### config.mk
export PLATFORM = sky130hd
export DESIGN_NAME = rst_ctrl
export DESIGN_NICKNAME = d
export VERILOG_FILES = /design/src/rtl/rst_ctrl_pkg.sv /design/src/rtl/rst_ctrl_sat_counter.sv /design/src/rtl/rst_ctrl.sv
export SDC_FILE = /design/constraint.sdc
export NUM_CORES = 1
export LEC_CHECK = 0
export CORE_UTILIZATION = 50
export DETAILED_ROUTE_END_ITERATION = 10
export PLACE_DENSITY_LB_ADDON = 0.05
export SKIP_CTS_REPAIR_TIMING = 1
export SYNTH_ARGS = -nofsm -noshare
export SYNTH_HDL_FRONTEND = slang
export SYNTH_HIERARCHICAL = 1
export SYNTH_SLANG_ARGS = --single-unit
### constraint.sdc
create_clock -name pclk -period 2.1 [get_ports pclk]
set_clock_uncertainty 0.15 [all_clocks]
set_input_delay 0.42 -clock pclk [delete_from_list [all_inputs] [get_ports pclk]]
set_output_delay 0.42 -clock pclk [all_outputs]
set_load 0.02 [all_outputs]
### src/rtl/rst_ctrl_pkg.sv
// Shared constants and types for the reset controller: register map, software
// reset key, cause bit positions and FSM state encoding.
package rst_ctrl_pkg;

  localparam logic [7:0] ADDR_HOLD  = 8'h44;
  localparam logic [7:0] ADDR_CAUSE = 8'h55;
  localparam logic [7:0] ADDR_COUNT = 8'h66;
  localparam logic [7:0] ADDR_SWRST = 8'h77;

  localparam logic [20:0] SWRST_KEY = 21'h1;

  localparam int CAUSE_WDT = 0;
  localparam int CAUSE_SW  = 1;

  typedef enum logic [1:0] {
    HOLD_RST,
    GUARD,
    RUN
  } rst_state_t;

endpackage

### src/rtl/rst_ctrl_sat_counter.sv
// Up-counter that sticks at all-ones instead of wrapping; cleared by the
// asynchronous active-low reset.
module sat_counter #(
  parameter int W = 21
) (
  input  logic         clk,
  input  logic         rst_n,
  input  logic         i_en,
  output logic [W-1:0] o_count
);

  localparam logic [W-1:0] ONE = {{(W-1){1'b0}}, 1'b1};

  logic [W-1:0] r_count;

  always_ff @(posedge clk or negedge rst_n) begin
    if (!rst_n) begin
      r_count <= '0;
    end else if (i_en && (r_count != '1)) begin
      r_count <= r_count + ONE;
    end
  end

  assign o_count = r_count;

endmodule

### src/rtl/rst_ctrl.sv
// Reset controller: stretches power-on, watchdog and software resets into a
// sequenced CPU/WDT reset, with a small register slave for hold, cause and count.
module rst_ctrl
  import rst_ctrl_pkg::*;
#(
  parameter int                DATA_W       = 21,
  parameter int                ADDR_W       = 8,
  parameter logic [DATA_W-1:0] DEFAULT_HOLD = 21'h8,
  parameter int                GUARD_CYCLES = 2
) (
  input  logic              pclk,
  input  logic              presetn,
  input  logic [ADDR_W-1:0] paddr,
  input  logic [DATA_W-1:0] pwdata,
  input  logic              wren,
  input  logic              rden,
  output logic [DATA_W-1:0] prdata,
  input  logic              wdt_reset_trig,
  output logic              cpu_rst,
  output logic              wdt_rst,
  output logic [1:0]        rst_cause
);

  localparam int GW = $clog2(GUARD_CYCLES + 1);
  localparam logic [DATA_W-1:0] ONE  = {{(DATA_W-1){1'b0}}, 1'b1};
  localparam logic [GW-1:0]     GONE = {{(GW-1){1'b0}}, 1'b1};

  rst_state_t        r_state, w_nextState;
  logic [DATA_W-1:0] r_holdCnt, w_nextHoldCnt;
  logic [GW-1:0]     r_guardCnt, w_nextGuardCnt;
  logic              r_cpuRst;
  logic [DATA_W-1:0] r_hold;
  logic [1:0]        r_cause;
  logic [DATA_W-1:0] r_prdata;
  logic [DATA_W-1:0] w_count;
  logic [DATA_W-1:0] w_rdData;
  logic [DATA_W-1:0] w_holdLoad;
  logic              w_run, w_wdtEvt, w_swEvt, w_wrHold, w_wrCause;
  logic [1:0]        w_clrMask, w_setMask;

  // Triggers only count as events while running; HOLD_RST and GUARD swallow them.
  assign w_run      = (r_state == RUN);
  assign w_wdtEvt   = w_run && wdt_reset_trig;
  assign w_swEvt    = w_run && wren && (paddr == ADDR_SWRST) && (pwdata == SWRST_KEY);
  assign w_wrHold   = wren && (paddr == ADDR_HOLD);
  assign w_wrCause  = wren && (paddr == ADDR_CAUSE);
  assign w_holdLoad = (r_hold == '0) ? ONE : r_hold;

  always_ff @(posedge pclk or negedge presetn) begin
    if (!presetn) begin
      r_state    <= HOLD_RST;
      r_holdCnt  <= DEFAULT_HOLD;
      r_guardCnt <= '0;
      r_cpuRst   <= 1'b1;
    end else begin
      r_state    <= w_nextState;
      r_holdCnt  <= w_nextHoldCnt;
      r_guardCnt <= w_nextGuardCnt;
      r_cpuRst   <= (w_nextState == HOLD_RST);
    end
  end

  always_comb begin
    w_nextState    = r_state;
    w_nextHoldCnt  = r_holdCnt;
    w_nextGuardCnt = r_guardCnt;
    case (r_state)
      HOLD_RST: begin
        if (r_holdCnt <= ONE) begin
          w_nextState    = GUARD;
          w_nextGuardCnt = GW'(GUARD_CYCLES);
        end else begin
          w_nextHoldCnt = r_holdCnt - ONE;
        end
      end
      GUARD: begin
        if (r_guardCnt <= GONE) begin
          w_nextState = RUN;
        end else begin
          w_nextGuardCnt = r_guardCnt - GONE;
        end
      end
      RUN: begin
        if (w_wdtEvt || w_swEvt) begin
          w_nextState   = HOLD_RST;
          w_nextHoldCnt = w_holdLoad;
        end
      end
      default: w_nextState = HOLD_RST;
    endcase
  end

  always_comb begin
    w_rdData = '0;
    case (paddr)
      ADDR_HOLD:  w_rdData = r_hold;
      ADDR_CAUSE: w_rdData = {{(DATA_W-2){1'b0}}, r_cause};
      ADDR_COUNT: w_rdData = w_count;
      default:    w_rdData = '0;
    endcase
  end

  // A new event in the same cycle as a write-1-to-clear keeps its cause bit set.
  always_comb begin
    w_clrMask = w_wrCause ? pwdata[1:0] : 2'b00;
    w_setMask = 2'b00;
    w_setMask[CAUSE_WDT] = w_wdtEvt;
    w_setMask[CAUSE_SW]  = w_swEvt;
  end

  always_ff @(posedge pclk or negedge presetn) begin
    if (!presetn) begin
      r_hold   <= DEFAULT_HOLD;
      r_cause  <= 2'b00;
      r_prdata <= '0;
    end else begin
      if (w_wrHold) r_hold <= pwdata;
      r_cause <= (r_cause & ~w_clrMask) | w_setMask;
      if (rden && !wren) r_prdata <= w_rdData;
    end
  end

  sat_counter #(.W(DATA_W)) u_count (
    .clk     (pclk),
    .rst_n   (presetn),
    .i_en    (w_wdtEvt),
    .o_count (w_count)
  );

  assign prdata    = r_prdata;
  assign cpu_rst   = r_cpuRst;
  assign wdt_rst   = r_cpuRst;
  assign rst_cause = r_cause;

endmodule
* After elaboration in Yosys (flattened, before gate mapping)
Index checks and enable logic that the tools add are counted.
** Operators by class
- Add/subtract/negate cells :: 3
- Order comparisons :: 2
- Equal/unequal tests :: 12
- Mux-type cells :: 13
- Bitwise logic cells :: 3
- Reduce and logical (&&, ||, !) cells :: 17
** Operators by type and width (count)
- $mux W21 :: 3
- $pmux W21 S3 :: 1
- $pmux W21 S2 :: 1
- $eq A8 B7 Y1 const B :: 4
- $add A21 B1 Y21 const B :: 1
- $eq A21 B1 Y1 const B :: 1
- $le A21 B1 Y1 const B :: 1
- $logic_not A21 Y1 :: 1
- $ne A21 B21 Y1 const B :: 1
- $sub A21 B1 Y21 const B :: 1
- $mux W2 :: 6
- $logic_and A1 B1 Y1 :: 8
- $ne A2 B2 Y1 const B :: 3
- $pmux W2 S3 :: 1
- $reduce_and A3 Y1 :: 2
- $logic_not A2 Y1 :: 2
- $pmux W2 S2 :: 1
- $reduce_bool A2 Y1 :: 2
- $and A2 B2 Y2 :: 1
- $eq A2 B1 Y1 const B :: 1
- $eq A2 B2 Y1 const B :: 1
- $le A2 B1 Y1 const B :: 1
- $ne A2 B1 Y1 const B :: 1
- $not A2 Y2 :: 1
- 4 further kinds :: 4
** Word-level totals
- Register bits after elaboration :: 91
- Input port bits :: 34
- Output and inout bits :: 25
- Logic and storage cells :: 58

* Depth between registers and ports, before layout
- Depth after elaboration :: 8
- Mapped depth :: 9
- Gate-level depth less buffers :: 7

* Cells and area by module
The synthesis kept the hierarchy.
** By module, submodules not included
- rst_ctrl :: times used 1, cells an instance 376, area an instance 3683.5 µm², sequential area each 1755.4 µm²
- sat_counter :: times used 1, cells an instance 94, area an instance 1058.5 µm², sequential area each 525.5 µm²

* Least setup slack after synthesis
OpenSTA, ideal clock, no wires.
- Kind :: register to register
- From :: register r_holdCnt[0]
- To :: register r_holdCnt[16]
- Setup time :: 0.124 ns
- Arrival :: 2.080 ns
- Required time :: 1.826 ns
- Slack :: -0.254 ns
- Cell stages (with the launch flop) :: 8
- Path buffers :: 0
- Clock period less this slack :: 2.354 ns
- Path through :: dfrtp_1 -> inv_1 -> ha_1 -> or3b_2 -> or3_1 -> nor4b_1 -> a31oi_1 -> a2bb2oi_1
** On the way
- Word-level cells in the longest chain between the ends :: 3
- Elaborated cells on any way between the ends :: 6
- Classes of those cells :: add/sub (1); order compare (1); eq/ne (1); mux (2); reduce/logical (1)
** RTL lines
- from (decl) :: line rst_ctrl.sv:29 : logic [DATA_W-1:0] r_holdCnt, w_nextHoldCnt;
- from (signal assigned) :: line rst_ctrl.sv:57 : r_holdCnt <= w_nextHoldCnt;
- $sub A21 B1 Y21 or $le A21 B1 Y1 (tied branches) :: line rst_ctrl.sv:73, rst_ctrl.sv:69
- $mux W21 or $ne A2 B2 Y1 (tied branches)
- $pmux W21 S2 or $reduce_and A3 Y1 (tied branches)
Parallel ways exist; a longest one is shown, timed or not. The select of a mux whose other input is x is not followed.
A chain may end at the register's enable or synchronous reset.

* Worst setup path in the final report
Same ends and word-level chain as after synthesis.

==> run metrics <==
synthesized area 0.004742 mm2; Yosys cell types 67; level count of the clock H-tree 3; CTS tree done; CTS Buf Count 9; Final period util 110.2%; register area share after synthesis 48.10%; Final nets 658; Logic pwr share 35.3%; leakage 3.091 nW; Switching Power 1.753 mW; status finished, violations left; Critical Path AT 2410 ps; Syn Inst Count 470; Synth top area share 46.44%; grt ovf 0; antenna viol nets, final 0; Fin Hold WS 303.2 ps; GRT Total Usage 28.69%; Slew Limit Fails 0; global-route wire length before repair 21.96 mm; vias per cell 6.175; Rows 35; worst hold path endpoint r_hold[7]; R2R Setup Slk -210 ps; worst flop-to-flop path startpoint r_holdCnt[0]; number of synthesized flops with an enable pin 0; fin util 74.54%; minimum clock period 2314 ps; Syn Nets 508; maximum vdd drop 0.4837 mV; final hold vios 0; Reg power frac 42.5%; top sig layer met4; CP max stage delay 410 ps; sw frac 33.81%; worst slew pin tran 483.9 ps; Avg Cell Area, Syn 10.09 um2; GPL Wtd Cong 0.9229; layout cells sized above 1 34.56%; most common cell in the netlist dfrtp_1; total power 5.184 mW; Top Ports 59; design area 0.006855 mm2; wire length on met3 567 um; initial antenna violation count 0; setup TNS -2696 ps; MaxCap Viol Count 0; unrepaired setup endpoints after global routing true; CP Max Fanout 4; Pre-antenna DRT Iters 5; Post-synth top flop dfrtp_1; width of the die 99.39 um; CP Capture Type register; worst r2r path cells 8; cell-internal power 3.431 mW; die height 99.39 um; Max clock buf depth 2; endpoints failing setup 21; core area 0.009196 mm2; Via Count 4545; initial core utilization 51.56%; Synth warnings 6; DP Worst Slack -628.3 ps; placed cell area 0.006087 mm2; failing checks negative setup slack; r2r endpoint r_holdCnt[16]; hpwl dp 10.29 mm; # port buffers 58; die area 0.009877 mm2; crit path kind register to register; worst hold start pwdata[7]; dpl cells 708; CTS root buffer clkbuf_8; Synth top cells by count dfrtp_1, nor2_1, a21oi_1; slowest CP cell dfrtp_1; Synth Register Bits 91; overall routed net length 14.44 mm; DRC viols 0; Startpoint Class register; critical path's top delay family simple AND/OR/NAND/NOR gates; Critical Path RT 2200 ps; 1st-iter DRT viols 213; FMAX 432.2 MHz; layout overhead on the synthesized area 44.56%; Clock transition at path regs 110 ps; CP Buf/Inv Count 2; relative slew slack 67.44%; diode count 0; WL/cell 19.62 um; WL met2 7.466 mm; Non-Filler Instances 736; # clock sinks 91; ys async rst share 100.0%; pwr/cell area 756.2 mW/mm2; final setup margin -213.6 ps; cell taking the most area after synthesis dfrtp_1; Hold Crit Depth 3; Clock Latency Late Sink 360 ps; vias in the first global route 4365; top cells by area, synth dfrtp_1, mux2_2, a21oi_1; Hold Path Class primary input to register; largest net degree at the start of global routing 38; M1 wire length 6.054 mm; cells along the critical path inv_2, ha_4, or3b_4, or3_4, nor4b_4, buf_4, a31oi_1, a2bb2oi_1; Clk pwr share 22.3%
==> power groups by stage <==
stage               clock, mW  sequential [mW]  combinational (mW)
finish                   1.15             2.20                1.83
floorplan                   0             2.31               0.578
global route             1.25             2.22                1.96
global placement            0             2.19                1.44
CTS                      1.17             2.17                1.48
detailed placement          0             2.21                1.47
==> routing by layer <==
| layer | global-route usage, % | up-vias |
|---|---|---|
| li1 | - | 2075 |
| met1 | 36.92 | 2280 |
| met2 | 50.32 | 156 |
| met3 | 4.638 | 34 |
| met4 | 7.805 | 0 |
| met5 | 0 | - |
==> cells by family (layout without fill, tap and decap cells) <==
family	after synthesis	in the layout	synth area share [%]
DFF	91	91	48.10
muxes	27	27	6.412
adders and majority gates	4	4	1.055
buffers and inverters	34	189	3.720
AOI/OAI and AO/OA	123	123	17.20
and+or+nand+nor	176	176	20.74
xor gates and xnor gates	15	15	2.771
==> registers in the layout, indices dropped and copies added, names as in the netlist <==
| register | flops |
|---|---|
| prdata | 21 |
| r_holdCnt | 21 |
| r_hold | 21 |
| u_count/o_count | 21 |
| r_guardCnt | 2 |
| r_state | 2 |
| rst_cause | 2 |
| cpu_rst | 1 |
==> placed cells by master, fill, tap and decap left out, drive strengths merged, types with 3 or more instances in the layout <==
| master | Yosys | final |
|---|---|---|
| o31ai | 7 | 7 |
| a31o | 3 | 3 |
| dfrtp | 88 | 88 |
| clkbuf | 18 | 12 |
| ha | 4 | 4 |
| a31oi | 10 | 10 |
| o211ai | 3 | 3 |
| buf | 9 | 108 |
| clkdlybuf4s50 | 0 | 44 |
| and3 | 7 | 7 |
| a22oi | 23 | 23 |
| inv | 7 | 8 |
| nand2b | 4 | 4 |
| nor4 | 12 | 12 |
| a21oi | 39 | 39 |
| nor2 | 49 | 49 |
| nor2b | 3 | 3 |
| nand2 | 20 | 20 |
| nand3 | 15 | 15 |
| a211oi | 3 | 3 |
| or3 | 4 | 4 |
| nor3 | 20 | 20 |
| dlymetal6s2s | 0 | 13 |
| nor4b | 4 | 4 |
| and2 | 3 | 3 |
| or4 | 5 | 5 |
| xor2 | 6 | 6 |
| mux2 | 24 | 24 |
| and4 | 6 | 6 |
| xnor2 | 9 | 9 |
| dfstp | 3 | 3 |
| mux2i | 3 | 3 |
| o21ai | 14 | 14 |
| nand4 | 16 | 16 |
==> tightest hold or removal path, delay by kind of cell <==
| family | cells | cell delay [ps] |
|---|---|---|
| muxes | 1 | 130 |
| buffers and inverters | 2 | 240 |
==> final cells by class <==
class	count	area, um2
flip-flops and latches	91	2281
well taps	111	138.9
clock inverters	4	33.78
clock buffers	12	155.1
inverters	7	26.28
multi-input cells	345	2685
fillers	643	2341
repair buffers	166	1535
==> worst max-delay path by stage <==
stage | slack [ps] | cells after the start | end | from
floorplan | -250 | 7 | r_holdCnt[16] | r_holdCnt[0]
global placement | -570 | 6 | r_holdCnt[20] | pwdata[1]
detailed placement | -630 | 7 | r_holdCnt[4] | pwdata[1]
CTS | -440 | 8 | r_holdCnt[16] | r_holdCnt[0]
global route | -250 | 8 | r_holdCnt[16] | r_holdCnt[0]
finish | -210 | 8 | r_holdCnt[16] | r_holdCnt[0]
Power figures use the tool's default switching activity.
==> RTL change, RTL diff (same settings) <==
Re-encode `rst_state_t` (3 states) as one-hot, 3 bits wide.
--- a/src/rtl/rst_ctrl_pkg.sv
+++ b/src/rtl/rst_ctrl_pkg.sv
@@ -13,8 +13,8 @@
   localparam int CAUSE_SW  = 1;
 
-  typedef enum logic [1:0] {
-    HOLD_RST,
-    GUARD,
-    RUN
+  typedef enum logic [2:0] {
+    HOLD_RST = 3'b001,
+    GUARD    = 3'b010,
+    RUN      = 3'b100
   } rst_state_t;
 
Behaviour: no difference found for any inputs over 10 cycles, from zero or initial values and one cycle with presetn low; not proved beyond that.
==> RTL change against the unedited design <==
- the flow still finishes with violations (setup timing)
- count of clock-buffer cells in the layout is 3 lower
- first-iteration DRC count is 27% higher
- routed wire length is 1.4% higher
- die area up 2.8%
- setup slack improved by 7.8 ps
- synthesized area rose by 2.9%
- sequential cell count rose by 1
- synthesized cell count grew 0.43%
- final area is 1.9% lower
Power is not compared: it rests on default switching activity, and its combinational part moved more than twofold at a synthesized area within 25%.
==> RTL change: results (changes against the unedited design) <==
Crit path arrival time: 2430 ps (+20 ps)
Dominant cells by area after synthesis: dfrtp_1, mux2_2, a22oi_1
Post-synth cell types: 61 (-9.0%)
Met3 Use GR: 4.37% (-0.27 points)
N_diodes: 0 (unchanged)
Worst Tran Pin Value: 473 ps (-11.3 ps)
Final Cell Area: 0.00673 mm^2 (-1.9%)
Met1 usage: 37.7% (+0.81 points)
Min-delay src: pwdata[14]
Non-clk buf share: 21.4% (-0.97 points)
First-pass GRT wire length: 22,400 um (+1.9%)
Reg-to-Reg End: r_holdCnt[1]
Failing checks: setup timing
Routed wire length: 14,600 um (+1.4%)
Clk root buf: clkbuf_8
Yosys reg bits: 92 (+1.1%)
Crit-path max FO: 6 (+2)
Hold Path Stages: 2 (-1)
Clkbuf count: 9 (-3)
Synthesized net count: 510 (+0.39%)
Placed insts: 718 (+1.4%)
RePlAce Congestion: 0.940 (+1.8%)
Hold slack: 237 ps (-66.4 ps)
Wire per inst: 19.6 um (about the same)
Outcome: finished, violations left
Fillcell total: 707 (+10%)
Clock network power share: 37.2%
Switching pwr: 951 uW
Total GRT Usage: 28.8% (+0.073 points)
Multi-Input Combinational: 346 (+0.29%)
Place WS: -551 ps (+77.0 ps)
Post-DP HPWL: 10,300 um (+0.49%)
Final Util: 72.1% (-2.4 points)
Final worst slack: -206 ps (+7.84 ps)
Top cells by count, synth: dfrtp_1, nand2_1, a21oi_1, nor2_1, a22oi_1
R2R depth: 7 (-1)
Sequential fraction of the synthesis area: 47.3% (-0.81 points)
Met2 GRT Util: 47.4% (-2.9 points)
DR pass1 iterations: 7 (+2)
FF-to-FF Start: r_holdCnt[4]
# setup viols final: 23 (+9.5%)
Non-clock buffer count: 157 (-5.4%)
Largest net degree at the start of global routing: 57 (+50%)
Post-Syn Instances: 472 (+0.43%)
Worst hold endpoint: r_hold[14]
Vias per cell: 6.14 (-0.63%)
Placed Area: 0.00623 mm^2 (+2.3%)
Sequential cell area: 0.00231 mm^2 (+1.2%)
Final nets: 651 (-1.1%)
Share of cells above drive strength 1: 31.4% (-3.2 points)
Initial DRC Count: 271 (+27%)
Fraction of area in multi-input gates: 38.0% (-1.1 points)
Clock network area share: 3.44% (+0.68 points)
Final TNS setup: -3620 ps (-925 ps)
Vias in the first global route: 4,382 (+0.39%)
-- RTL change: logic make-up (layout without fill, tap and decap cells) --
family                   count (synthesis)  in the layout  synth area share (%)
flip-flops                              92             92                  47.3
AND/OR/NAND/NOR                        179            182                  20.5
AO/OA/AOI/OAI                          118            119                  18.4
XOR/XNOR                                15             15                  2.69
buffers and inverters                   38            180                  4.21
multiplexers                            26             26                  5.90
adder cells (fa/ha/maj)                  4              4                  1.03
-- RTL change: power by group through the flow --
stage	clock network, uW	registers, uW	logic, uW
finish	1380	1880	443
global placement	0	1910	428
floorplan	0	1970	86.9
detailed placement	0	1910	435
CTS	1400	1880	436
global route	1460	1890	475
-- RTL change: worst max-delay path: stages (launching register included) --
cell and delay [ps]:
dfrtp_1 410, buf_6 140, nor3_4 130, or2b_1 320, o41ai_4 390, buf_4 220
and3_4 250, mux2i_1 210
-- RTL change: layer usage --
layer	vias to the layer above	wire, um
met2	165	7230
met1	2280	6180
li1	2093	-
met5	-	0
met4	0	596
met3	46	641
